## config.mk

```make
export PLATFORM = sky130hd
export DESIGN_NAME = serial_addsub_flat
export DESIGN_NICKNAME = d
export VERILOG_FILES = /design/src/rtl/serial_addsub_if.sv /design/src/rtl/serial_addsub.sv /design/src/flat_wrapper.sv
export SDC_FILE = /design/constraint.sdc
export NUM_CORES = 1
export LEC_CHECK = 0
export ABC_AREA = 1
export CAP_MARGIN = 20
export CORE_MARGIN = 1
export CORE_UTILIZATION = 45
export CTS_CLUSTER_DIAMETER = 60
export DETAILED_ROUTE_END_ITERATION = 7
export MAX_ROUTING_LAYER = met4
export PLACE_DENSITY = 0.73
export SLEW_MARGIN = 20
export SYNTH_ARGS = -nofsm -noshare
export SYNTH_HDL_FRONTEND = slang
export SYNTH_SLANG_ARGS = --single-unit
```

## constraint.sdc

```tcl
create_clock -name clk -period 1.3 [get_ports clk]
set_input_delay 0.26 -clock clk [delete_from_list [all_inputs] [get_ports clk]]
set_output_delay 0.26 -clock clk [all_outputs]
set_load 0.005 [all_outputs]
```

## src/rtl/serial_addsub_if.sv

```systemverilog
// Operand/result bundle for the bit-serial adder/subtractor.
// The requester drives start/sub/a/b through the master modport;
// the arithmetic block returns busy/done and the registered results.
interface serial_addsub_if #(
    parameter int WIDTH = 4
);
    logic             i_start;
    logic             i_sub;
    logic [WIDTH-1:0] i_a;
    logic [WIDTH-1:0] i_b;
    logic             o_busy;
    logic             o_done;
    logic [WIDTH-1:0] o_s;
    logic             o_co;
    logic             o_ovf;

    modport master (
        output i_start, i_sub, i_a, i_b,
        input  o_busy, o_done, o_s, o_co, o_ovf
    );

    modport slave (
        input  i_start, i_sub, i_a, i_b,
        output o_busy, o_done, o_s, o_co, o_ovf
    );
endinterface

```

## src/rtl/serial_addsub.sv

```systemverilog
// Bit-serial adder/subtractor: one full-adder slice, a carry flop and
// operand shift registers, one bit per clock, LSB first.
// Subtraction is a + ~b + 1, the +1 entering as the initial carry.
// Optional build macro SERIAL_ADDSUB_SAT_EN: when defined, a signed overflow
// saturates o_s to the most positive / most negative value; when undefined
// o_s is the wrapped two's-complement result.
module serial_addsub #(
    parameter int WIDTH = 4
) (
    input  logic           clk,
    input  logic           reset_n,
    serial_addsub_if.slave bus
);
    localparam int CNT_W = $clog2(WIDTH);

    typedef enum logic {
        IDLE,
        RUN
    } state_t;

    state_t             state;
    logic [WIDTH-1:0]   a_sh;
    logic [WIDTH-1:0]   b_sh;
    logic [WIDTH-2:0]   res_sh;     // sum bits gathered so far, newest at the top
    logic               carry;
    logic [CNT_W-1:0]   cnt;
    logic               busy;
    logic               done;
    logic [WIDTH-1:0]   s_q;
    logic               co_q;
    logic               ovf_q;

    logic               fa_sum;
    logic               fa_co;
    logic [WIDTH-1:0]   res_next;
    logic               ovf_next;
    logic [WIDTH-1:0]   final_s;

    // The single full-adder slice working on the current LSBs.
    assign fa_sum   = a_sh[0] ^ b_sh[0] ^ carry;
    assign fa_co    = (a_sh[0] & b_sh[0]) | (carry & (a_sh[0] ^ b_sh[0]));
    assign res_next = {fa_sum, res_sh};

    // On the final bit, carry holds the carry into the MSB.
    assign ovf_next = carry ^ fa_co;

`ifdef SERIAL_ADDSUB_SAT_EN
    // Overflow needs equal effective operand MSBs; a 0 MSB means the true
    // result was positive, so clamp to 0111..1, otherwise to 1000..0.
    assign final_s = !ovf_next ? res_next :
                     (a_sh[0] ? {1'b1, {(WIDTH-1){1'b0}}}
                              : {1'b0, {(WIDTH-1){1'b1}}});
`else
    assign final_s = res_next;
`endif

    assign bus.o_busy = busy;
    assign bus.o_done = done;
    assign bus.o_s    = s_q;
    assign bus.o_co   = co_q;
    assign bus.o_ovf  = ovf_q;

    // Control FSM plus datapath: load on start, shift one bit per clock,
    // publish the results and pulse done on the terminal count.
    // NOTE: every register here is assigned with <= so all of them sample the
    // pre-edge values; a blocking '=' would let later statements see
    // already-shifted operands and corrupt the serial sum.
    always_ff @(posedge clk or negedge reset_n) begin
        if (!reset_n) begin
            state  <= IDLE;
            a_sh   <= '0;
            b_sh   <= '0;
            res_sh <= '0;
            carry  <= 1'b0;
            cnt    <= '0;
            busy   <= 1'b0;
            done   <= 1'b0;
            s_q    <= '0;
            co_q   <= 1'b0;
            ovf_q  <= 1'b0;
        end else begin
            done <= 1'b0;
            case (state)
                IDLE: begin
                    if (bus.i_start) begin
                        a_sh  <= bus.i_a;
                        b_sh  <= bus.i_sub ? ~bus.i_b : bus.i_b;
                        carry <= bus.i_sub;
                        cnt   <= '0;
                        busy  <= 1'b1;
                        state <= RUN;
                    end
                end
                RUN: begin
                    a_sh   <= a_sh >> 1;
                    b_sh   <= b_sh >> 1;
                    res_sh <= res_next[WIDTH-1:1];
                    carry  <= fa_co;
                    cnt    <= cnt + CNT_W'(1);
                    if (cnt == CNT_W'(WIDTH-1)) begin
                        s_q   <= final_s;
                        co_q  <= fa_co;
                        ovf_q <= ovf_next;
                        done  <= 1'b1;
                        busy  <= 1'b0;
                        state <= IDLE;
                    end
                end
                default: state <= IDLE;
            endcase
        end
    end
endmodule

```

## src/flat_wrapper.sv

```systemverilog
// flat-port wrapper written by rule: the top's interface ports become plain ports
module serial_addsub_flat 
#(
    parameter int WIDTH = 4
)
  (clk, reset_n, bus_i_start, bus_i_sub, bus_i_a, bus_i_b, bus_o_busy, bus_o_done, bus_o_s, bus_o_co, bus_o_ovf);
  serial_addsub_if #(.WIDTH(WIDTH)) bus_i ();
  input  logic clk;
  input  logic reset_n;
  input wire logic [$bits(bus_i.i_start)-1:0] bus_i_start;
  input wire logic [$bits(bus_i.i_sub)-1:0] bus_i_sub;
  input wire logic [$bits(bus_i.i_a)-1:0] bus_i_a;
  input wire logic [$bits(bus_i.i_b)-1:0] bus_i_b;
  output wire logic [$bits(bus_i.o_busy)-1:0] bus_o_busy;
  output wire logic [$bits(bus_i.o_done)-1:0] bus_o_done;
  output wire logic [$bits(bus_i.o_s)-1:0] bus_o_s;
  output wire logic [$bits(bus_i.o_co)-1:0] bus_o_co;
  output wire logic [$bits(bus_i.o_ovf)-1:0] bus_o_ovf;
  assign bus_i.i_start = bus_i_start;
  assign bus_i.i_sub = bus_i_sub;
  assign bus_i.i_a = bus_i_a;
  assign bus_i.i_b = bus_i_b;
  assign bus_o_busy = bus_i.o_busy;
  assign bus_o_done = bus_i.o_done;
  assign bus_o_s = bus_i.o_s;
  assign bus_o_co = bus_i.o_co;
  assign bus_o_ovf = bus_i.o_ovf;
  serial_addsub #(.WIDTH(WIDTH)) u_core (.clk(clk), .reset_n(reset_n), .bus(bus_i));
endmodule
```

==> impl_results.md, run 1 <==
* PD cells at 1890 nW/um^2
* Largest family of logic cells by synthesized area: simple AND/OR/NAND/NOR gates
* Worst hold slack at 0.290 ns
* Die Span Y at 50.2 um
* Die area at 2520 sq um
* Tightest Pin Transition at 0.438 ns
* Core area at 2210 sq um
* CTS tree: yes
* Largest net degree at the start of global routing at 24
* Dpl ws at -0.0293 ns
* CTS buffer count at 3
* Post-Syn Area per Cell at 8.51 sq um
* Vias per Instance at 4.57
* Final Hold Fails at 0
* Fin crit period at 1.22 ns
* Non-Filler Instances at 179
* Final setup margin at 0.0789 ns
* Clock Skew at 0.00286 ns
* Cell count after synthesis at 123
* Die Wd at 50.2 um
* Max Clk Rate at 0.819 GHz
* Clk_lat worst skew at 0.30 ns
* Root buffer cell: clkbuf_4
* Unrepaired setup endpoints after global routing: no
* Avg WL per Cell at 9.84 um
* Total track usage at 17.5%
* Seq cells post-synth at 23
* Site Rows at 17
* Syn Std Cell Area at 1050 sq um
* Final ANT Viol Nets at 0
* Leakage at 0.738 nW
* Flop2flop setup slack at 0.09 ns
* Io pins at 20
* Vias in the first global route at 841
* Compound-Gate Fraction of Synth Area at 6.69%
* Initial DRT Pass Iterations at 4
* Critical Path AT at 0.96 ns
* DP Cell Count at 174
* Total Power at 2.50 mW
* Startpoint class of the critical path: flop
* DRC Markers at 0
* Total grt overflow at 0
* Layout net count at 166
* Slew Limit Fails at 0
* Max incr delay on CP at 0.40 ns
* Filler cells at 217
* Share of cells above drive strength 1 at 12.6%
* Status: complete, no violations
* Final period util at 93.9%
* First-pass GRT wire length at 3290 um
* H-tree Lvls at 1
* Number of max-cap violations at 0
* Final WL at 1760 um
* Initial antenna violation count at 0
* Required time of the critical path at 1.04 ns
* Syn-to-layout area delta at 26.4%
* CTS max path bufs at 2
* Hpwl dp at 1330 um
* Unique cell type count in the Yosys netlist at 14
* Number of diodes at 0
* Relative slew slack at 70.8%
* CP max-delay cell: dfrtp_1
* I/O Buffers at 19
* Warnings from Yosys at 0
* Mux contribution to synthesized area at 0%
* Critical Path Fanout Max at 2
* Initial Utilization at 47.3%
* Maximum vdd ir drop at 0.831 mV
* Adder-cell share of the synthesized area at 3.11%
* Worst Setup SP: u_core.bus.o_s[1]
* Reg2reg start: u_core.state
* WP buf/inv at 1
* Crit Path Class: reg2out
* Synth Area in XOR/XNOR at 0%
* Register area share after synthesis at 55.0%
* Hold Path Class: in2async
* Post-Synth Simple-Gate Area at 26.2%
* Setup violations, final at 0
* Setup TNS at 0 ns
* Crit-path cells: dlygate4sd2_1
* DR iter-0 viols at 9
* Syn Nets at 137
* Clock slew at reported path FFs at 0.12 ns
* Largest delay share family, worst path: flip-flops
* Routability cong. at 0.707
* Clk sink count at 23
* CP Capture Type: primary output
* Total number of vias at 818
[synthesized netlist by cell type, drive strengths merged]
master,number,share of area (%)
a21oi,3,1.4
buf,4,3.3
dfrtp,23,55
fa,1,1.9
ha,1,1.2
inv,16,5.7
nand2,56,20
nand3,6,2.9
nor2,5,3.2
o21ai,8,5.3
[what timing repair did]
| action | CTS | global route |
|---|---|---|
| setup buffers | 1 | 0 |
| setup endpoints to repair | 8 | 1 |
| hold buffers | 0 | 0 |
| gates resized for setup | 8 | 1 |
[sequential cells by signal, summed over array words and instances (netlist names)]
signal / flops
u_core.cnt: 2
u_core.bus.o_busy: 1
u_core.res_sh: 3
u_core.bus.o_done: 1
u_core.bus.o_ovf: 1
u_core.a_sh: 4
u_core.carry: 1
u_core.b_sh: 4
u_core.bus.o_co: 1
u_core.state: 1
u_core.bus.o_s: 4
[cells by family (layout without fill, tap and decap cells)]
logic type | Yosys count | after routing
flops | 23 | 23
compound gates | 11 | 11
fa+ha+maj | 2 | 2
simple gates | 67 | 67
buf+inv | 20 | 48
[final timing paths]
check | cells after the start | to
max reg2reg | 4 | u_core.bus.o_s[2]
max in group asynchronous | 2 | u_core.bus.o_s[2]
min reg2reg | 2 | u_core.bus.o_ovf
min in group clk | 2 | u_core.bus.o_ovf
max | 1 | bus_o_s[1]
min | 2 | u_core.bus.o_s[0]
[layout make-up]
cell class                      instances  area [sq um]  share of cell area [%]
Sequential cell                        23           576                    43.5
Multi-Input combinational cell         80           379                    28.6
Timing Repair Buffer                   28           248                    18.7
Inverter                               16          60.1                    4.54
Tap cell                               28          35.0                    2.65
Clock buffer                            4          26.3                    1.98
[placed cells by master, fill, tap and decap left out]
cell type	instances
nor2_1	3
clkdlybuf4s50_1	11
clkbuf_4	3
a21oi_1	3
inv_1	16
nand3_1	6
ha_1	1
nand2_1	56
fa_2	1
dfrtp_1	23
o21ai_0	4
dlygate4sd2_1	8
clkbuf_1	1
o21ai_2	4
nor2_4	2
buf_4	9
[metal layers]
metal  global-route usage [%]  routed length (um)  up-vias
li1                         -                   -      429
met1                     20.4                 827      372
met2                     30.4                 867       17
met3                     2.73                  66        0
met4                     5.71                   0        0
met5                        -                   0        -
[stage by stage]
step,utilization [%],cell area (sq um)
6_report,59.8,1320
5_1_grt,59.8,1320
4_1_cts,59.7,1320
3_5_place_dp,58.7,1300
3_3_place_gp,58.7,1300
2_1_floorplan,-,1050
[report_power, final]
| part | total (mW) | switching, mW | internal [mW] | leakage [nW] |
|---|---|---|---|---|
| clock network | 0.320 | 0.201 | 0.119 | 0.0150 |
| logic | 0.975 | 0.489 | 0.486 | 0.426 |
| registers | 1.20 | 0.198 | 1.01 | 0.297 |
Power figures use the tool's default switching activity.
==> run 2, diff against run 1 <==
CORE_MARGIN = 1.5   (was 1)
CORE_UTILIZATION = 53   (was 45)
PLACE_DENSITY = 0.81   (was 0.73)
clock period = 1.41 ns   (was 1.3 ns; I/O delays follow)
==> run 2 against run 1 <==
  * Sequential power decreased by 9%
  * Total power decreased by 9.2%
  * Critical endpoint is now u_core.bus.o_ovf
  * Routed wire length increased by 2.2%
  * Final area decreased by 2.6%
  * Clock-buffer cell count decreased by 1
  * Flip-flop and latch count unchanged
==> impl_results.md, run 2 (synthesized netlist as in run 1, its figures left out) <==
* CTS buffer count at 3 (unchanged)
* Unrepaired setup endpoints after global routing: no
* Setup TNS at 0 ns (unchanged)
* Routability cong. at 0.705 (-0.21%)
* Die area at 2250 sq um (-11%)
* CTS max path bufs at 2 (unchanged)
* Net Sw Power at 0.825 mW (-7.0%)
* DRC Markers at 0 (unchanged)
* Vias in the first global route at 725 (-14%)
* Clock Skew at 0.00732 ns (+0.00446 ns)
* FF/Latch Area at 576 sq um (unchanged)
* Required time of the critical path at 1.62 ns (+0.58 ns)
* Die Span Y at 47.5 um (-5.6%)
* Core area at 1780 sq um (-19%)
* Avg WL per Cell at 10.5 um (+6.4%)
* Syn-to-layout area delta at 23.1%
* Fin crit period at 1.30 ns
* Clk sink count at 23 (unchanged)
* Internal power at 1.44 mW (-10%)
* Relative slew slack at 81.0% (+10 points)
* Leakage at 0.723 nW (-2.0%)
* Crit Path Class: reg2reg
* Vias per Instance at 4.69 (+2.5%)
* Total grt overflow at 0 (unchanged)
* Initial DRT Pass Iterations at 4 (unchanged)
* Maximum vdd ir drop at 0.967 mV (+16%)
* Max Clk Rate at 0.772 GHz
* Clock slew at reported path FFs at 0.12 ns (about the same)
* Most crowded layer after global routing: met2
* DR iter-0 viols at 7 (-2)
* Placed Area at 1260 sq um (-2.6%)
* Number of diodes at 0 (unchanged)
* Status: complete, no violations
* Die Wd at 47.5 um (-5.6%)
* Final Hold Fails at 0 (unchanged)
* Total number of vias at 806 (-1.5%)
* Routing usage on met2 at 33.5% (+3.1 points)
* Clock share of power at 12.9% (about the same)
* Final period util at 91.9%
* Final ANT Viol Nets at 0 (unchanged)
* Filler cells at 149 (-31%)
* Tightest Pin Transition at 0.285 ns (-0.153 ns)
* Root buffer cell: clkbuf_4
* Initial antenna violation count at 0 (unchanged)
* Hpwl dp at 1400 um (+5.3%)
* Area of the multi-input gates at 377 sq um (-0.66%)
* Hold Buf Count CTS at 0 (unchanged)
* Slew Limit Fails at 0 (unchanged)
* Initial Utilization at 58.7% (+11 points)
* Gate power share at 39.2% (+0.2 points)
* Startpoint class of the critical path: flop
* Setup violations, final at 0 (unchanged)
* I/O Buffers at 19 (unchanged)
* Hold Path Class: in2async
* Critical Path Fanout Max at 4 (+2)
* Most common cell after layout, fill and taps aside: nand2_1
* Total track usage at 20.5% (+3.0 points)
* Clk_lat worst skew at 0.30 ns (about the same)
* Sequential share of power at 47.9% (-0.3 points)
* Number of max-cap violations at 0 (unchanged)
* CTS tree: yes
* Final instance area at 1290 sq um (-2.6%)
* Final WL at 1800 um (+2.2%)
* Sw frac at 36.4% (+0.86 points)
* Share of cells above drive strength 1 at 10.2% (-2.4 points)
* Met3 Usage GRT at 3.40% (+0.67 points)
* PD cells at 1760 nW/um^2 (-6.7%)
* Met1 Usage GRT at 25.1% (+4.7 points)
* Largest net degree at the start of global routing at 24 (unchanged)
* Highest-count cells in the layout ignoring fill and taps: 56 x nand2_1, 23 x dfrtp_1, 16 x inv_1
* Layout net count at 162 (-2.4%)
* Io pins at 20 (unchanged)
* Critical Path AT at 1.51 ns (+0.55 ns)
* CP Capture Type: flop
* Site Rows at 15 (-2)
* First-pass GRT wire length at 3050 um (-7.4%)
* H-tree Lvls at 1 (unchanged)
run 2: cell count changes in the layout (fill, tap and decap cells not counted):
cell	before	now
buf_4	9	5
clkbuf_1	1	0
clkinv_2	0	1
fa_1	0	1
fa_2	1	0
run 2: through the flow:
| step | total power [mW] | cells | setup WS (ns) | hold slack [ns] | utilization (%) |
|---|---|---|---|---|---|
| 2_1_floorplan | 1.67 | 123 | 0.197 | -0.0136 | - |
| 3_3_place_gp | 1.99 | 167 | 0.0962 | 0.458 | 70.9 |
| 3_5_place_dp | 2.06 | 167 | 0.0504 | 0.465 | 70.9 |
| 4_1_cts | 2.30 | 172 | 0.0979 | 0.317 | 72.3 |
| 5_1_grt | 2.49 | 172 | 0.0479 | 0.340 | 72.3 |
| 6_report | 2.27 | 172 | 0.114 | 0.321 | 72.3 |
run 2: final timing paths:
check | startpoint | endpoint | slack (ns) | depth (start not counted)
max in group asynchronous | reset_n | u_core.bus.o_s[1] | 0.86 | 2
min in group clk | u_core.bus.o_s[1] | u_core.bus.o_s[1] | 0.49 | 2
worst max-delay path | u_core.carry | u_core.bus.o_ovf | 0.11 | 5
worst min register to register | u_core.bus.o_s[1] | u_core.bus.o_s[1] | 0.49 | 2
worst min-delay path | reset_n | u_core.bus.o_s[2] | 0.32 | 2
worst max register to register | u_core.carry | u_core.bus.o_ovf | 0.11 | 5
run 2: critical path: stages, from the launching register on:
cell and delay, ns:
dfrtp_1 0.44, fa_1 0.48, inv_1 0.11, nand2_1 0.06
nand3_1 0.07, nand2_1 0.05
run 2: repair_timing:
item,in CTS,in global routing
endpoints found under the setup margin,8,0
gates resized for setup,8,0
setup buffers,1,0
run 2: area by class of cell:
cell class | instances | area share (%)
Multi-Input combinational cell | 80 | 29.2
Timing Repair Buffer | 24 | 16.9
Clock inverter | 1 | 0.388
Clock buffer | 3 | 1.75
Tap cell | 25 | 2.43
Inverter | 16 | 4.66
Sequential cell | 23 | 44.7
run 2: power by group through the flow:
stage	Combinational (mW)	Clock (mW)	Sequential, mW
after floorplan	0.595	0	1.08
after global placement	0.896	0	1.09
after detailed placement	0.952	0	1.11
after CTS	0.911	0.304	1.09
after global routing	1.03	0.332	1.12
final	0.890	0.292	1.09
run 2: metal layers:
metal	part of all wire, %	up-vias
met5	0	-
met4	1.3	0
met3	3.2	2
met2	50	19
met1	45	366
li1	-	419
==> run 3, diff against run 2 <==
ABC_CLOCK_PERIOD_IN_PS = 1410   (was default)
==> results of run 3 <==
Same layout as run 2: the final DEF is identical, and so are final timing and power.
